**config.mk**
```make
export PLATFORM = sky130hd
export DESIGN_NAME = uart_tx_fifo
export DESIGN_NICKNAME = d
export VERILOG_FILES = /design/src/rtl/uart_pkg.sv /design/src/rtl/sync_fifo.sv /design/src/rtl/uart_tx_fifo.sv
export SDC_FILE = /design/constraint.sdc
export NUM_CORES = 1
export LEC_CHECK = 0
export ABC_AREA = 1
export CAP_MARGIN = 0
export CORE_UTILIZATION = 55
export DETAILED_ROUTE_END_ITERATION = 8
export PLACE_DENSITY_LB_ADDON = 0.1
export SLEW_MARGIN = 20
export SYNTH_ARGS = -nofsm -noshare
export SYNTH_HDL_FRONTEND = slang
export SYNTH_SLANG_ARGS = --single-unit
export TNS_END_PERCENT = 30
```
**constraint.sdc**
```tcl
create_clock -name CLOCK_50 -period 1.9 [get_ports CLOCK_50]
set_input_delay 0.19 -clock CLOCK_50 [delete_from_list [all_inputs] [get_ports CLOCK_50]]
set_output_delay 0.19 -clock CLOCK_50 [all_outputs]
set_load 0.02 [all_outputs]
```
**src/rtl/uart_pkg.sv**
```systemverilog
// uart_pkg: shared types and helpers for the UART transmit path.
package uart_pkg;
    localparam int UART_DATA_W = 8;

    typedef enum logic [2:0] {IDLE, START, DATA, PARITY, STOP} tx_state_t;

    function automatic int calc_baud_div(input int clk_hz, input int baud);
        return (clk_hz + baud / 2) / baud;
    endfunction
endpackage

```
**src/rtl/sync_fifo.sv**
```systemverilog
// sync_fifo: single-clock first-word fall-through FIFO with full/empty/count.
module sync_fifo #(
    parameter int WIDTH = 8,
    parameter int DEPTH = 16
) (
    input  logic                     CLOCK_50,
    input  logic                     RESET_n,
    input  logic                     wr_en,
    input  logic [WIDTH-1:0]         wr_data,
    input  logic                     rd_en,
    output logic [WIDTH-1:0]         rd_data,
    output logic                     full,
    output logic                     empty,
    output logic [$clog2(DEPTH):0]   count
);
    localparam int AW = $clog2(DEPTH);

    logic [WIDTH-1:0] mem [DEPTH];
    logic [AW-1:0]    wptr, rptr;
    logic             push, pop;

    assign full    = count == (AW + 1)'(DEPTH);
    assign empty   = count == '0;
    assign push    = wr_en && !full;
    assign pop     = rd_en && !empty;
    assign rd_data = mem[rptr];

    always_ff @(posedge CLOCK_50)
        if (push) mem[wptr] <= wr_data;

    // Pointers wrap naturally because DEPTH is a power of two.
    always_ff @(posedge CLOCK_50 or negedge RESET_n)
        if (!RESET_n) begin
            wptr  <= '0;
            rptr  <= '0;
            count <= '0;
        end else begin
            if (push) wptr <= wptr + AW'(1);
            if (pop) rptr <= rptr + AW'(1);
            if (push != pop) count <= push ? count + (AW + 1)'(1) : count - (AW + 1)'(1);
        end
endmodule

```
**src/rtl/uart_tx_fifo.sv**
```systemverilog
// uart_tx_fifo: FIFO-buffered 8N1 UART transmitter, LSB first, idle-high line.
// Define UART_TX_PARITY_EN to insert an even-parity bit between data and stop.
module uart_tx_fifo
    import uart_pkg::*;
#(
    parameter int CLK_HZ     = 50000000,
    parameter int BAUD       = 115200,
    parameter int FIFO_DEPTH = 16
) (
    input  logic                          CLOCK_50,
    input  logic                          RESET_n,
    input  logic [UART_DATA_W-1:0]        tx_data,
    input  logic                          tx_valid,
    output logic                          tx_ready,
    output logic                          uart_txd,
    output logic                          busy,
    output logic [$clog2(FIFO_DEPTH):0]   fifo_count,
    output logic                          overflow
);
    localparam int BAUD_DIV = calc_baud_div(CLK_HZ, BAUD);
    localparam int CW = $clog2(BAUD_DIV + 1);
    localparam logic [CW-1:0] LAST = CW'(BAUD_DIV - 1);

    tx_state_t              state;
    logic [CW-1:0]          cnt;
    logic [2:0]             bit_idx;
    logic [UART_DATA_W-1:0] shift, fifo_data;
    logic                   full, empty, pop, tick;
`ifdef UART_TX_PARITY_EN
    logic                   par;
`endif

    sync_fifo #(.WIDTH(UART_DATA_W), .DEPTH(FIFO_DEPTH)) u_fifo (
        .CLOCK_50 (CLOCK_50),
        .RESET_n  (RESET_n),
        .wr_en    (tx_valid),
        .wr_data  (tx_data),
        .rd_en    (pop),
        .rd_data  (fifo_data),
        .full     (full),
        .empty    (empty),
        .count    (fifo_count)
    );

    assign tx_ready = !full;
    assign tick     = cnt == LAST;
    assign pop      = !empty && (state == IDLE || (state == STOP && tick));
    assign busy     = state != IDLE || fifo_count != '0;

    always_ff @(posedge CLOCK_50 or negedge RESET_n)
        if (!RESET_n) overflow <= 1'b0;
        else if (tx_valid && !tx_ready) overflow <= 1'b1;

    // Popping in IDLE or at the end of STOP chains frames with no idle gap.
    always_ff @(posedge CLOCK_50 or negedge RESET_n)
        if (!RESET_n) begin
            state    <= IDLE;
            cnt      <= '0;
            bit_idx  <= '0;
            shift    <= '0;
            uart_txd <= 1'b1;
`ifdef UART_TX_PARITY_EN
            par      <= 1'b0;
`endif
        end else begin
            cnt <= (state == IDLE || tick) ? '0 : cnt + CW'(1);
            if (pop) begin
                state    <= START;
                shift    <= fifo_data;
                uart_txd <= 1'b0;
`ifdef UART_TX_PARITY_EN
                par      <= ^fifo_data;
`endif
            end else if (tick) begin
                case (state)
                    START: begin
                        state    <= DATA;
                        bit_idx  <= '0;
                        uart_txd <= shift[0];
                        shift    <= shift >> 1;
                    end
                    DATA: begin
                        if (bit_idx == 3'd7) begin
`ifdef UART_TX_PARITY_EN
                            state    <= PARITY;
                            uart_txd <= par;
`else
                            state    <= STOP;
                            uart_txd <= 1'b1;
`endif
                        end else begin
                            bit_idx  <= bit_idx + 3'd1;
                            uart_txd <= shift[0];
                            shift    <= shift >> 1;
                        end
                    end
`ifdef UART_TX_PARITY_EN
                    PARITY: begin
                        state    <= STOP;
                        uart_txd <= 1'b1;
                    end
`endif
                    STOP: begin
                        state    <= IDLE;
                        uart_txd <= 1'b1;
                    end
                    default: ;
                endcase
            end
        end
endmodule

```
-- Word-level counts from Yosys, hierarchy flattened
Memories as Yosys holds them, arrays and structs flattened.
Index checks and enable logic that the tools add are counted.
- register bits after elaboration: 38
- bits in latches: 0
- bits in writable memories: 128
- ROM bits: 0
- input bits: 11
- memories kept: 1
- memories (name ; depth ; bits a word ; rd ports ; clocked after Yosys merged registers in ; write ports ; RTL line ; text):
    u_fifo.mem ; 16 ; 8 ; 1 ; 0 ; 1 ; sync_fifo.sv:18 ; logic [WIDTH-1:0] mem [DEPTH];
- add/sub/neg operators: 6
- multipliers: 0
- divide/modulo/power cells: 0
- magnitude comparators: 0
- equal/unequal tests: 10
- shift-type cells: 0
- mux-type cells: 18
- bitwise logic cells: 1
- reductions and logical operators: 22
- operators with widths (kind ; number):
    2-to-1 mux 8 bit ; 3
    one-hot mux 8 bit (2 select lines) ; 1
    2-to-1 mux 3 bit ; 4
    adder 9 x 1 -> 9 bit (second input constant) ; 1
    equality test 9 bit (second input constant) ; 1
    2-to-1 mux 9 bit ; 1
    one-hot mux 3 bit (3 select lines) ; 1
    adder 4 x 1 -> 4 bit (second input constant) ; 2
    equality test 3 bit (second input constant) ; 2
    != test 3 x 2 -> 1 bit (second input constant) ; 2
    one-hot mux 3 bit (2 select lines) ; 1
    AND reduction 3 bit ; 2
    nonzero test 3 bit ; 2
    adder 5 x 1 -> 5 bit (second input constant) ; 1
    equality test 5 bit (second input constant) ; 1
    logical AND 1 bit ; 5
    logical NOT 5 bit ; 1
    2-to-1 mux 1 bit ; 5
    2-to-1 mux 5 bit ; 1
    nonzero test 5 bit ; 1
    subtractor 5 x 1 -> 5 bit (second input constant) ; 1
    AND reduction 4 bit ; 1
    nonzero test 2 bit ; 2
    nonzero test 4 bit ; 1
    other kinds (11) ; 14

-- Logic depth before layout (Yosys ltp)
- depth after elaboration: 6
- gate-level depth with buffers: 12
- gate-level depth less buffers: 12

-- Hierarchy
From an unflattened synthesis, not the netlist that was laid out.
- cell total of the unflattened synthesis: 648
- area total of the unflattened synthesis: 7290.7 um^2
- modules (own cells, without submodules) (module ; times used ; cells an instance ; area an instance (um^2)):
    sync_fifo ; 1 ; 485 ; 5968.2
    uart_tx_fifo ; 1 ; 163 ; 1322.5

-- Worst setup path before layout
Ideal clock, no wire load.
- kind: register -> register
- start point: register u_fifo.count[0]
- end point: memory u_fifo.mem[10][0] (enable)
- library setup time: 370 ps
- arrival time: 1598 ps
- required time: 1530 ps
- slack: -68 ps
- stages on the path, launching flop included: 7
- path buffers: 0
- clock period less this slack: 1968 ps
- cells stage by stage: dfrtp_1 -> nor2_2 -> nand3_2 -> nand2_4 -> inv_1 -> nand2_1 -> nor2_1
- word-level cells in the longest chain between the ends: 5
- ends and longest elaborated chain (element ; RTL line ; text):
    start, declared ; sync_fifo.sv:14 ; output logic [$clog2(DEPTH):0] count
    start signal, assigned ; sync_fifo.sv:40 ; if (push != pop) count <= push ? count + (AW + 1)'(1) : count - (AW + 1)'(1);
    equality test 5 bit ; sync_fifo.sv:22 ; assign full = count == (AW + 1)'(DEPTH);
    logical NOT 1 bit ; n/a ;
    net tx_ready ; uart_tx_fifo.sv:14 ; output logic tx_ready,
    logical AND 1 bit ; sync_fifo.sv:24 ; assign push = wr_en && !full;
    2-to-1 mux 1 bit ; sync_fifo.sv:29 ; if (push) mem[wptr] <= wr_data;
    2-to-1 mux 1 bit (implied by the code) ; sync_fifo.sv:29 ;
    end, declared ; sync_fifo.sv:18 ;
The timed path passes the listed nets, and every way through them passes these cells.

-- Final worst setup path
- start point: register u_fifo.count[3]
- end point: output busy
- word-level cells in the longest chain between the ends: 2
- ends and longest elaborated chain (element ; RTL line ; text):
    nonzero test 5 bit ; uart_tx_fifo.sv:48 ; assign busy = state != IDLE || fifo_count != '0;
    logical OR 1 bit ; uart_tx_fifo.sv:48 ;
    end, declared ; uart_tx_fifo.sv:16 ; output logic busy,
Every way passes these cells.

==> reports/summary.txt <==
post-synthesis sequential area ratio = 62.64%
Netlist cell types = 30
cell count after synthesis = 798
flops & latches, synth = 166
Finished Core Util = 66.80%
Layout Skew = 0.009773 ns
CTS max path bufs = 2
WL met2 = 8035 um
routed vias = 5551
R2R cell count = 13
post-route ant nets = 0
Core Area = 13400 sq um
syn_nets = 822
Root Driver = clkbuf_16
Final min period = 1.834 ns
Max Fanout on Critical Path = 4
grt ovf = 0
reg2reg setup slack = 0.12 ns
GRT Util Overall = 25.56%
syn_area_per_cell = 9.594 sq um
worst path arrival time = 1.64 ns
synthesized area = 7656 sq um
Hold Vio Cnt, Final = 0
share of cells above drive strength 1 = 12.94%
DP HPWL = 11240 um
Num CTS Buffers = 17
Starting Density = 57.13%
drt first pass iters = 5
period utilization = 96.53%
Met3 Wirelength = 1181 um
WP depth = 6
crit path kind = reg2out
Die W = 120.0 um
Met1 Wirelength = 7386 um
num ports = 20
Ys Warns = 0
Detailed Route WL = 17130 um
CP endpoint = busy
vias per cell = 5.292
CTS sink cnt = 166
first-pass GRT wire length = 27170 um
vias in the first global route = 5355
num rows = 42
drc violations = 0
IO buf count = 19
Min-Delay Path Class = in2async
WP data required = 1.71 ns
slowest stage cell, crit path = dfrtp_2
Total Die Area = 14400 sq um
delay of the slowest critical-path stage = 0.45 ns
Fmax = 545.2 MHz
ant diodes = 0
status = completed
critical path launch point = u_fifo.count[3]
Slew Limit Fails = 0
Final #Nets = 884
Setup WS post-layout = 0.06595 ns
peak supply drop = 0.0008343 V
Setup violations, final = 0
Cell Chain, Critical Path = nor2_4 > buf_4 > nand2_1 > inv_1 > nand3_1 > dlygate4sd2_1
Post-synth top flop = edfxtp_1
P_leak = 0.004057 uW
pin count of the biggest net entering global routing = 67
CTS H-tree depth = 4
top sig layer = met4
Setup WS pre-CTS = -0.02045 ns
CP bufs+invs = 3
CTS tree = yes
EDFF count, synth = 128
Max-Cap Viols = 0
Slew Limit Headroom = 65.14%
GPL Wtd Cong = 0.9996
routed len/inst = 16.33 um
clk slew on worst S/H paths = 0.06 ns
Cell Pwr Density = 1448 nW/um^2
fill count = 1047
Top delay family on crit path = buffers and inverters
initial antenna violation count = 0
kind of end point of the critical path = primary output
R2R Path End = u_fifo.count[4]
DRT iter0 DRCs = 443
Clk Latency, worst-skew pair = 0.43 ns
share of flip-flops with an asynchronous set or reset = 22.89%
CP Launch Type = register
Worst-Margin Slew = 0.5224 ns
Worst R2R Start = u_fifo.count[3]
DIE HEIGHT = 120.0 um
Area Overhead vs Synth = 16.91%
cell usage in the layout (no fill, tap or decap), types with 2 or more instances in the layout:
cell type,instances
nand4_1,3
nor2_2,2
clkinv_1,2
ha_1,10
nor3_1,4
nor2_1,34
edfxtp_1,128
clkbuf_16,17
xor2_1,8
clkdlybuf4s50_1,16
clkinv_2,2
nand3_2,7
nor2_4,2
buf_4,47
o21ai_0,8
dfrtp_1,35
nand2_2,3
clkbuf_8,3
dfrtp_2,2
clkinv_4,4
nand2_4,3
a21oi_1,7
buf_12,2
inv_6,3
dlygate4sd2_1,2
nand3_1,112
o21ai_1,2
inv_1,121
inv_2,5
ha_4,2
nand2_1,266
cell type report:
cell class              instances  area, sq um  share of cell area, %
flip-flops and latches        166         4798                  53.61
multi-input cells             476         2265                  25.30
repair buffers                 70        596.8                  6.668
inverters                     129        485.5                  5.424
clock buffers                  21        470.5                  5.256
well taps                     176        220.2                  2.460
clock inverters                11        115.1                  1.286
worst reg2reg max path, cell delays in order (launching register included):
cell	delay [ns]
dfrtp_2	0.45
nor2_4	0.13
nand3_2	0.10
nand2_4	0.13
buf_6	0.14
ha_4	0.20
inv_1	0.05
nor2_1	0.05
nor2_1	0.15
inv_1	0.05
nand2_1	0.06
nand2_1	0.05
nand2_1	0.07
nand2_1	0.05
through the flow:
stage          hold slack [ns]  total power [uW]  cell area, sq um  std cells  TNS (ns)
3_3_place_gp            0.2768              9324              8290       1013         0
5_1_grt                 0.3915             13700              8951       1049  -0.01712
6_report                0.3568             12960              8951       1049         0
4_1_cts                 0.3633             12810              8886       1046         0
2_1_floorplan          -0.1056              7952              7656        798    -6.588
3_5_place_dp            0.2836              9446              8290       1013   -0.1870
synthesized netlist by cell type, types with 2 or more instances:
cell	number	area, sq um
inv_2	4	15.01
clkinv_1	2	7.510
ha_1	12	150.1
inv_1	122	457.9
nand2_2	3	18.77
xor2_1	8	70.07
buf_2	18	90.09
nand3_1	112	560.5
nor2_1	35	131.4
nand4_1	3	18.77
edfxtp_1	128	3844
nor2_2	3	18.77
clkbuf_1	4	15.01
nand2_4	3	33.78
o21ai_1	2	10.01
buf_4	2	15.01
a21oi_1	7	35.03
nand2_1	266	998.5
nand3_2	7	70.07
dfrtp_1	37	925.9
o21ai_0	8	40.04
nor3_1	4	20.02
logic make-up after synthesis:
logic type / Yosys count / synth area share [%]
flops: 166 / 62.64
buf+inv: 156 / 8.302
simple gates: 437 / 24.69
xor+xnor: 8 / 0.9152
fa+ha+maj: 13 / 2.223
compound gates: 18 / 1.226
flip-flops by register name, summed over array words and instances (netlist names):
signal        cells
overflow          1
u_fifo.mem      128
u_fifo.count      5
uart_txd          1
shift             8
state             3
bit_idx           3
u_fifo.rptr       4
cnt               9
u_fifo.wptr       4
layer usage:
layer | vias up | track usage [%]
met5 | - | 0
met4 | 0 | 11.56
met3 | 42 | 6.559
met2 | 194 | 39.22
met1 | 2644 | 34.27
li1 | 2671 | -
worst min path at each step:
stage                      end  slack, ns  cells after the start
floorplan           bit_idx[0]      -0.11                      0
global placement    bit_idx[2]       0.28                      2
detailed placement  bit_idx[1]       0.28                      2
CTS                 bit_idx[1]       0.36                      3
global route          state[0]       0.39                      3
finish              bit_idx[1]       0.36                      3
what timing repair did:
| item | CTS | global route |
|---|---|---|
| buffers inserted | 0 | 3 |
| endpoints found under the hold margin | 37 | 0 |
| pin swaps | 0 | 4 |
| gates resized for setup | 3 | 7 |
| hold buffers | 1 | 0 |
| endpoints found under the setup margin | 2 | 10 |
report_power, final:
part	internal, uW	leakage, uW	total (uW)	switching [uW]
logic	1650	0.00214	4790	3140
registers	4490	0.00163	4820	326
clock network	1930	0.000287	3350	1420
No activity file was read; power rests on OpenSTA's default activity.
